<file path="config.mk">
export PLATFORM = sky130hd
export DESIGN_NAME = fifo_access_scheduler
export DESIGN_NICKNAME = d
export VERILOG_FILES = /design/src/rtl/fifo_access_scheduler.sv
export SDC_FILE = /design/constraint.sdc
export NUM_CORES = 1
export LEC_CHECK = 0
export ABC_AREA = 1
export ABC_CLOCK_PERIOD_IN_PS = 1800
export CAP_MARGIN = 20
export CORE_UTILIZATION = 25
export CTS_BUF_LIST = sky130_fd_sc_hd__clkbuf_4 sky130_fd_sc_hd__clkbuf_8
export DETAILED_ROUTE_END_ITERATION = 6
export PLACE_DENSITY = 0.74
export SLEW_MARGIN = 20
export SYNTH_ARGS = -nofsm -noshare
export SYNTH_HDL_FRONTEND = slang
export SYNTH_SLANG_ARGS = --single-unit
</file>
<file path="constraint.sdc">
create_clock -name clock -period 1.8 [get_ports clock]
set_input_delay 0.27 -clock clock [delete_from_list [all_inputs] [get_ports clock]]
set_output_delay 0.27 -clock clock [all_outputs]
set_load 0.01 [all_outputs]
</file>
<file path="src/rtl/fifo_access_scheduler.sv">
// Shares the single write port of an 8x8 FIFO between two producers and interleaves
// those writes with consumer reads, issuing at most one FIFO enable per cycle.
module fifo_access_scheduler (
    input  logic       clock,
    input  logic       reset,
    input  logic       req0,
    input  logic [7:0] data0,
    input  logic       req1,
    input  logic [7:0] data1,
    output logic       gnt0,
    output logic       gnt1,
    input  logic       rd_req,
    output logic       rd_ack,
    output logic       rd_valid,
    input  logic       fifo_full,
    input  logic       fifo_empty,
    output logic       fifo_wn,
    output logic [7:0] fifo_din,
    output logic       fifo_rn,
    output logic [3:0] level
);

    typedef enum logic {W_PRI = 1'b0, R_PRI = 1'b1} op_state_t;

    op_state_t state, next_state;
    logic      rr;
    logic      wr_elig, rd_elig;
    logic      do_wr, do_rd, pick1;

    assign wr_elig = (req0 | req1) & ~fifo_full;
    assign rd_elig = rd_req & ~fifo_empty;

    // NOTE: every signal gets a default at the top of the block so no path leaves
    // one unassigned, which would otherwise infer a latch.
    always_comb begin
        do_wr      = 1'b0;
        do_rd      = 1'b0;
        pick1      = 1'b0;
        gnt0       = 1'b0;
        gnt1       = 1'b0;
        fifo_wn    = 1'b0;
        fifo_rn    = 1'b0;
        rd_ack     = 1'b0;
        fifo_din   = 8'h00;
        next_state = state;

        if (!reset) begin
            do_wr = wr_elig & (~rd_elig | (state == W_PRI));
            do_rd = rd_elig & ~do_wr;
            pick1 = req1 & (~req0 | rr);

            if (do_wr) begin
                fifo_wn    = 1'b1;
                gnt0       = ~pick1;
                gnt1       = pick1;
                fifo_din   = pick1 ? data1 : data0;
                next_state = R_PRI;
            end else if (do_rd) begin
                fifo_rn    = 1'b1;
                rd_ack     = 1'b1;
                next_state = W_PRI;
            end
        end
    end

    // NOTE: sequential state uses non-blocking assignments so every register
    // samples the pre-edge values regardless of statement order.
    always_ff @(posedge clock) begin
        if (reset) begin
            state    <= W_PRI;
            rr       <= 1'b0;
            rd_valid <= 1'b0;
            level    <= 4'd0;
        end else begin
            state    <= next_state;
            rd_valid <= do_rd;
            if (do_wr) begin
                rr <= ~pick1;
            end
            // Saturating guard; the FIFO flags should already prevent over/underflow.
            if (do_wr && level != 4'd8) begin
                level <= level + 4'd1;
            end else if (do_rd && level != 4'd0) begin
                level <= level - 4'd1;
            end
        end
    end

endmodule

</file>
==> flow_summary_export.csv, run 1 <==
group,metric,value,unit
status,status,"completed",
layout,nNetsFinal,171,
drt,postRouteWirelength,2.06,mm
clock_network,root_buffer,"clkbuf_4",
layout,insertedDiodeCount,0,
pwr,ir_drop,453,uV
place,dp_hpwl,1.54,mm
worst_hold_path,hp-class,"flip-flop to flip-flop",
clock_network,cts_tree,"done",
global_routing,track_usage,0.171,
drt,drt_pass1_iterations,4,
timing,fin_ws,0.0861,ns
logic_synthesis,synthesis.area,591,sq um
setup_path,cp_cell_sequence,"nand3_4 -> nand2_4 -> nor2_2 -> nand2_2 -> clkinv_4 -> a22o_1 -> clkdlybuf4s15_2",
timing,setup_viol,0,
setup_path,rrSetupSlack,0.14,ns
setup_path,required,1.53,ns
place,place.gp.congestion,0.822,
place,pre_cts_ws,-0.548,ns
drt,vias_per_cell,4.40,
floorplanning,row_count,17,
clock_network,hold_buffers,0,
setup_path,crit_path_top_delay_cell,"dfxtp_2",
setup_path,cpPeakStageDelay,0.34,ns
worst_hold_path,min_to,"rr",
logic_synthesis,yosysSeqAreaShare,0.237,
place,placed_cell_area,1120,sq um
worst_hold_path,hold_path_depth,2,
global_routing,grt_use_met2,0.309,
floorplanning,start_util,0.267,
pwr,power.density,521,nW/um^2
global_routing,grt_max_degree,10,
clock_network,cts.path.max_buffers,2,
timing,finClkSkew,0.00607,ns
logic_synthesis,avgSynthCellArea,7.48,sq um
setup_path,crit_buf_inv,2,
drt,drt_iter0_drc,10,
setup_path,reg2reg_from,"state",
logic_synthesis,synthesis.nets,105,
global_routing,grtUsageMet3,0.0455,
global_routing,antenna_found_initial,0,
timing,hold_viol_final,0,
setup_path,crit_family,"simple AND/OR/NAND/NOR gates",
global_routing,grt_util_met1,0.195,
layout,drive_above_1_share,0.438,
global_routing,grt_pass1_wl,3.32,mm
timing,fmax,583,MHz
timing,drv_slew,0,
clock_network,htreeDepth,1,
drt,num_vias,757,
logic_synthesis,synth.distinct_cells,26,
setup_path,startpoint_type,"flip-flop",
setup_path,reg2reg_to,"level[2]",
setup_path,cp_max_fo,9,
layout,design_area,1250,sq um
logic_synthesis,synth_seq_cells,7,
global_routing,grt_pass1_vias,751,
clock_network,cts_made_buffers,3,
floorplanning,die_area,2560,sq um
drt,drc,0,
logic_synthesis,synth-warning-count,0,
floorplanning,ios,41,
setup_path,critPathKind,"flip-flop to output pin",
drt,ant_nets,0,
job,drv_cap,0,
layout,syn_to_final_growth,111,%
timing,max_slew_margin,0.841,
drt,wire_per_inst,12.0,um
clock_network,clk-insertion-delay-late,0.25,ns
global_routing,busiest_layer,"met2",
timing,final.min_clock_period,1.71,ns
clock_network,clkSinkCount,7,
setup_path,path_depth,7,
floorplanning,die_h,50.6,um
place,numPortBuffers,40,
setup_path,worst_r2r_path_depth,8,
timing,tightest_slew,0.236,ns
floorplanning,die_w,50.6,um
setup_path,critPathArrivalTime,1.44,ns
timing,rsz0062_at_grt,"yes",
clock_network,cts.clk_slew.worst_paths,0.05,ns
worst_hold_path,min-delay-start,"rr",
global_routing,grt_overflow_total,0,
pwr,leakagePower,0.585,nW
timing,fin_crit_sh,0.952,
logic_synthesis,syn-instance-count,79,
floorplanning,fp.coreArea,2210,sq um
setup_path,end_kind,"output pin",
## kinds of logic (layout without fill, tap and decap cells)
| family | after synthesis | count (layout) | synth area share |
|---|---|---|---|
| xor+xnor | 1 | 1 | 0.0148 |
| buf+inv | 15 | 80 | 0.108 |
| fa+ha+maj | 3 | 3 | 0.0763 |
| compound gates | 16 | 16 | 0.195 |
| flops | 7 | 7 | 0.237 |
| simple gates | 37 | 37 | 0.369 |
## synth_stat cells, drive strengths merged
cell / instances / area share
nand3: 6 / 0.076
o31ai: 1 / 0.013
nor2: 13 / 0.11
clkinv: 1 / 0.0085
nand4: 2 / 0.047
dfxtp: 7 / 0.24
fa: 1 / 0.034
ha: 2 / 0.042
a22o: 8 / 0.12
inv: 13 / 0.087
nand2: 13 / 0.11
buf: 1 / 0.013
nor3: 3 / 0.025
o21bai: 1 / 0.013
o21ai: 4 / 0.034
a21oi: 2 / 0.017
xor2: 1 / 0.015
## layout make-up
class	count	area (sq um)
fillers	218	966
repair buffers	61	524
multi-input cells	57	447
flip-flops and latches	7	143
inverters	14	60.1
well taps	28	35.0
clock buffers	4	30.0
repair inverters	1	7.51
## sequential cells by signal (all words and copies together), names as in the netlist
register / cells
state: 1
rr: 1
level: 4
rd_valid: 1
## what timing repair did
action | in CTS | in global routing
setup buffers | 5 | 2
pin swaps | 9 | 9
endpoints found under the setup margin | 15 | 9
gates resized for setup | 52 | 11
gates cloned | 1 | 0
## layer usage
metal,vias up,part of all wire
met4,0,0.020
met5,-,0
met2,12,0.54
met1,346,0.41
met3,4,0.032
li1,395,-
## through the flow
stage / hold slack [ns] / setup TNS, ns / total power [mW] / instances / util
after detailed placement: 0.469 / -7.13 / 0.464 / 160 / 0.508
after global placement: 0.470 / -6.62 / 0.456 / 160 / 0.508
final: 0.479 / 0 / 0.650 / 172 / 0.563
after CTS: 0.479 / 0 / 0.640 / 170 / 0.550
after global routing: 0.499 / -0.0221 / 0.697 / 172 / 0.563
after floorplan: 0.349 / 0 / 0.309 / 79 / -
## placed cells by master (no fill, tap or decap), drive strengths merged, types with 4 or more instances in the layout
cell           instances
clkbuf                 6
nor2                  13
nand2                 13
clkdlybuf4s50         21
inv                   13
buf                   26
clkdlybuf4s15          4
dfxtp                  7
dlygate4sd2            8
o21ai                  4
nand3                  6
a22o                   8
## power by group
group	switching, mW	leakage [nW]	total (mW)	internal, mW
combinational	0.144	0.509	0.313	0.170
sequential	0.00990	0.0583	0.180	0.171
clock	0.0564	0.0184	0.156	0.0995
total	0.210	0.585	0.650	0.440
## worst register-to-register path: cells and delay by family (launching register included)
family / cells / cell delay [ns]
AO/OA/AOI/OAI: 2 / 0.17
XOR/XNOR: 1 / 0.15
flip-flops: 1 / 0.33
buffers and inverters: 2 / 0.29
AND/OR/NAND/NOR: 2 / 0.25
adder cells (fa/ha/maj): 1 / 0.37
## worst max-delay path by stage
stage | startpoint | endpoint | slack, ns
floorplan | level[1] | level[3] | 0.005
global placement | req0 | fifo_din[2] | -0.50
detailed placement | req0 | fifo_din[0] | -0.55
CTS | req0 | gnt0 | 0.03
global route | fifo_full | level[3] | -0.02
finish | state | fifo_din[5] | 0.09
Power figures use the tool's default switching activity.
==> run 2, diff against run 1 <==
--- a/config.mk
+++ b/config.mk
@@ -10,8 +10,8 @@
 export CAP_MARGIN = 20
 export CORE_UTILIZATION = 25
 export CTS_BUF_LIST = sky130_fd_sc_hd__clkbuf_4 sky130_fd_sc_hd__clkbuf_8
+export CTS_CLUSTER_SIZE = 25
 export DETAILED_ROUTE_END_ITERATION = 6
-export PLACE_DENSITY = 0.74
 export SLEW_MARGIN = 20
 export SYNTH_ARGS = -nofsm -noshare
 export SYNTH_HDL_FRONTEND = slang
==> flow_summary_export.csv, run 2 (synthesized netlist as in run 1, its figures left out) <==
group,metric,value,unit
layout,n_fill_cell,230,
drt,drt_pass1_iterations,4,
setup_path,required,1.53,ns
timing,setup_viol,0,
timing,finClkSkew,0.00377,ns
floorplanning,die_h,50.6,um
setup_path,crit_path_top_delay_cell,"dlygate4sd2_1",
floorplanning,start_util,0.267,
drt,postRouteWirelength,2.10,mm
place,numPortBuffers,40,
layout,largest_reg_flops,4,
timing,rsz0062_at_grt,"yes",
drt,num_vias,792,
clock_network,cts_tree,"done",
floorplanning,ios,41,
place,pre_cts_ws,-0.530,ns
global_routing,grt_max_degree,10,
timing,drv_slew,0,
layout,instances_no_fill,175,
global_routing,grt_pass1_vias,814,
setup_path,crit_family,"buffers and inverters",
layout,multi_input_area,438,sq um
timing,fin_crit_sh,0.967,
pwr,ir_drop,442,uV
clock_network,clkSinkCount,7,
pwr,total_power,649,uW
drt,drc,0,
place,placed_cell_area,1150,sq um
place,place.gp.congestion,0.809,
layout,syn_to_final_growth,109,%
setup_path,cp_cell_sequence,"dlygate4sd2_1 -> nor2_2 -> nor2_4 -> nand2_4 -> nor2_2 -> nand2_2 -> clkinvlp_4 -> a22o_1 -> buf_2",
setup_path,critPathMostFrequentCell,"nor2_2",
global_routing,grt_overflow_total,0,
setup_path,end_kind,"output pin",
clock_network,cts.clk_slew.worst_paths,0.05,ns
timing,tightest_slew,0.183,ns
clock_network,htreeDepth,1,
layout,drive_above_1_share,0.463,
clock_network,cts_made_buffers,3,
pwr,leakagePower,0.591,nW
clock_network,clk-insertion-delay-late,0.25,ns
status,status,"completed",
layout,layout_common_cells,"buf_4, clkdlybuf4s50_1, nand2_1",
clock_network,root_buffer,"clkbuf_4",
layout,seqCellArea,143,sq um
layout,final_common_cell,"buf_4",
setup_path,cpPeakStageDelay,0.25,ns
global_routing,antenna_found_initial,0,
floorplanning,die_area,2560,sq um
timing,max_slew_margin,0.878,
setup_path,startpoint_type,"primary input",
layout,nNetsFinal,174,
place,dp_hpwl,1.64,mm
setup_path,critPathKind,"primary input to output pin",
drt,ant_nets,0,
timing,fmax,574,MHz
floorplanning,die_w,50.6,um
drt,wire_per_inst,12.0,um
floorplanning,fp.coreArea,2210,sq um
setup_path,critPathArrivalTime,1.47,ns
timing,hold_viol_final,0,
layout,insertedDiodeCount,0,
job,drv_cap,0,
timing,final.min_clock_period,1.74,ns
setup_path,rrSetupSlack,0.13,ns
floorplanning,row_count,17,
setup_path,crit_buf_inv,3,
layout,design_area,1230,sq um
setup_path,cp_max_fo,4,
drt,vias_per_cell,4.53,
timing,fin_ws,0.0593,ns
worst_hold_path,hp-class,"primary input to flip-flop",
place,dp.cells,164,
layout,max_flop_register,"level",
drt,drt_iter0_drc,5,
clock_network,cts.path.max_buffers,2,
global_routing,track_usage,0.175,
global_routing,grt_pass1_wl,3.38,mm
pwr,power.density,526,nW/um^2
[run 2: changes by cell type in the layout (fill, tap and decap cells not counted), moves of 2 or more]
cell             before  now
buf_2                 5    8
buf_4                19   24
buf_6                 2    0
clkdlybuf4s15_2       3    0
nor2_2                5    7
[run 2: repair_timing]
action / 4_1_cts / 5_1_grt
resized for setup: 53 / 11
pin swaps: 8 / 6
setup buffers: 5 / 1
setup endpoints to repair: 15 / 8
hold buffers: 0 / 0
endpoints found under the hold margin: 0 / 0
gates cloned: 1 / 0
[run 2: power breakdown]
group / leakage (nW) / internal, mW / switching, mW
sequential: 0.0584 / 0.171 / 0.0106
combinational: 0.514 / 0.167 / 0.141
clock: 0.0184 / 0.0998 / 0.0597
[run 2: worst paths after layout]
path / cells after the start / to / from
worst max-delay path: 9 / fifo_din[0] / req1
worst min-delay path: 2 / state / reset
worst max register to register: 8 / level[2] / state
worst min register to register: 2 / rr / rr
[run 2: layout make-up]
type | count | area share
timing repair buffer | 64 | 0.422
multi-input combinational | 57 | 0.355
clock buffer | 4 | 0.0243
inverter | 14 | 0.0486
timing repair inverter | 1 | 0.00608
tap | 28 | 0.0284
sequential | 7 | 0.116
[run 2: metrics by stage]
| step | hold slack, ns | TNS (ns) | util |
|---|---|---|---|
| finish | 0.434 | 0 | 0.558 |
| global route | 0.440 | -0.0120 | 0.558 |
| CTS | 0.434 | 0 | 0.551 |
| detailed placement | 0.472 | -7.14 | 0.522 |
| global placement | 0.472 | -6.62 | 0.522 |
| floorplan | 0.349 | 0 | - |
[run 2: worst reg2reg max path, stage by stage (launching register included)]
cell	delay, ns
dfxtp_1	0.32
nand3_2	0.10
buf_4	0.13
nand4_4	0.15
buf_4	0.17
fa_1	0.37
xor2_1	0.15
o21ai_1	0.12
a21oi_1	0.05
[run 2: per-layer routing]
layer / routed length (um) / GRT usage / share of wire
met3: 264 / 0.0848 / 0.13
met5: 0 / 0 / 0
met4: 0 / 0.0139 / 0
met2: 1130 / 0.371 / 0.54
met1: 709 / 0.146 / 0.34
==> run 3, diff against run 2 <==
--- a/config.mk
+++ b/config.mk
@@ -8,10 +8,11 @@
 export ABC_AREA = 1
 export ABC_CLOCK_PERIOD_IN_PS = 1800
 export CAP_MARGIN = 20
-export CORE_UTILIZATION = 25
+export CORE_UTILIZATION = 32
 export CTS_BUF_LIST = sky130_fd_sc_hd__clkbuf_4 sky130_fd_sc_hd__clkbuf_8
 export CTS_CLUSTER_SIZE = 25
 export DETAILED_ROUTE_END_ITERATION = 6
+export PLACE_DENSITY = 0.77
 export SLEW_MARGIN = 20
 export SYNTH_ARGS = -nofsm -noshare
 export SYNTH_HDL_FRONTEND = slang
==> flow_summary_export.csv, run 3 (synthesized netlist as in run 1, its figures left out) <==
group,metric,value,unit
status,status,"completed",
layout,syn_to_final_growth,107,%
floorplanning,ios,41,
global_routing,grt_pass1_vias,754,
setup_path,critPathKind,"flip-flop to output pin",
floorplanning,start_util,0.342,
floorplanning,die_area,2020,sq um
floorplanning,row_count,15,
pwr,ir_drop,503,uV
worst_hold_path,min_to,"rr",
clock_network,hold_buffers,0,
worst_hold_path,hp-class,"primary input to flip-flop",
place,pre_cts_ws,-0.552,ns
pwr,total_power,647,uW
drt,drt_iter0_drc,6,
job,drv_cap,0,
pwr,power.density,529,nW/um^2
drt,postRouteWirelength,2.08,mm
timing,fin_crit_sh,0.962,
layout,largest_reg_flops,4,
timing,final.min_clock_period,1.73,ns
setup_path,startpoint_type,"flip-flop",
timing,finClkSkew,0.00158,ns
layout,max_flop_register,"level",
global_routing,grt_overflow_total,0,
worst_hold_path,hold_path_depth,2,
drt,drt_pass1_iterations,4,
timing,fmax,577,MHz
drt,wire_per_inst,12.3,um
floorplanning,die_w,45.0,um
timing,hold_ws,0.456,ns
clock_network,cts.clk_slew.worst_paths,0.06,ns
place,numPortBuffers,40,
clock_network,cts_tree,"done",
timing,setup_tns,0,ns
timing,hold_viol_final,0,
drt,drc,0,
timing,max_slew_margin,0.862,
setup_path,rrSetupSlack,0.10,ns
clock_network,cts_made_buffers,3,
timing,fin_ws,0.0679,ns
clock_network,root_buffer,"clkbuf_4",
global_routing,grt_max_degree,10,
setup_path,end_kind,"output pin",
setup_path,critPathArrivalTime,1.46,ns
drt,vias_per_cell,4.73,
layout,fin_util,0.708,
clock_network,clk-insertion-delay-late,0.25,ns
setup_path,cp_max_fo,5,
setup_path,reg2reg_to,"level[3]",
worst_hold_path,min-delay-start,"reset",
pwr,leakagePower,0.592,nW
layout,layout_common_cells,"clkdlybuf4s50_1, buf_4, nand2_1, dlygate4sd2_1",
drt,ant_nets,0,
setup_path,reg2reg_from,"state",
setup_path,required,1.53,ns
place,dp_hpwl,1.47,mm
clock_network,htreeDepth,1,
place,place.gp.congestion,0.815,
layout,nNetsFinal,171,
global_routing,grt_pass1_wl,3.12,mm
layout,insertedDiodeCount,0,
timing,tightest_slew,0.206,ns
timing,setup_viol,0,
layout,drive_above_1_share,0.410,
setup_path,worst_r2r_path_depth,13,
floorplanning,die_h,45.0,um
clock_network,clkSinkCount,7,
global_routing,antenna_found_initial,0,
timing,drv_slew,0,
global_routing,track_usage,0.212,
clock_network,cts.path.max_buffers,2,
floorplanning,fp.coreArea,1730,sq um
layout,n_fill_cell,143,
drt,num_vias,800,
[run 3: per-stage QoR]
stage          cell area (sq um)  std cells
6_report                    1220        169
5_1_grt                     1220        169
4_1_cts                     1200        169
3_5_place_dp                1120        157
3_3_place_gp                1120        157
2_1_floorplan                592         79
[run 3: power by group]
| group | switching, mW | leakage [nW] | internal, mW |
|---|---|---|---|
| Clock | 0.0624 | 0.0184 | 0.0999 |
| Sequential | 0.0117 | 0.0587 | 0.171 |
| Combinational | 0.141 | 0.515 | 0.162 |
[run 3: area by class of cell]
type                       instances  area (sq um)  area share
sequential                         7           144       0.118
tap                               25          31.3      0.0256
clock buffer                       4          30.0      0.0246
inverter                          14          57.6      0.0471
timing repair buffer              62           522       0.427
multi-input combinational         57           438       0.358
[run 3: worst max-delay path, stage by stage, from the launching register on]
cell and delay (ns):
dfxtp_2 0.35, nand3_4 0.10, nand2_4 0.08, nor2_1 0.04, nand2_1 0.11, inv_4 0.06, buf_6 0.12, a22o_1 0.21
buf_2 0.14
[run 3: how the worst max path moves through the flow]
stage,start,to,slack [ns],depth (start not counted)
2_1_floorplan,level[1],level[3],0.005,12
3_3_place_gp,req0,fifo_din[2],-0.50,9
3_5_place_dp,req0,fifo_din[2],-0.55,9
4_1_cts,req1,fifo_din[1],0.009,9
5_1_grt,level[0],level[3],-0.009,12
6_report,state,fifo_din[2],0.07,8
[run 3: routing by layer]
layer | routed length [um] | vias up | part of all wire | global-route usage
met5 | 0 | - | 0 | 0
met4 | 0 | 0 | 0 | 0.0364
met3 | 225 | 0 | 0.11 | 0.0720
met2 | 1130 | 33 | 0.54 | 0.441
met1 | 727 | 373 | 0.35 | 0.194
li1 | - | 394 | - | -
[run 3: timing repair]
action                     in CTS  in global routing
resized for setup              40                 15
buffers inserted                8                  0
gates cloned                    0                  0
pin swaps                       5                  5
setup endpoints to repair      15                 11
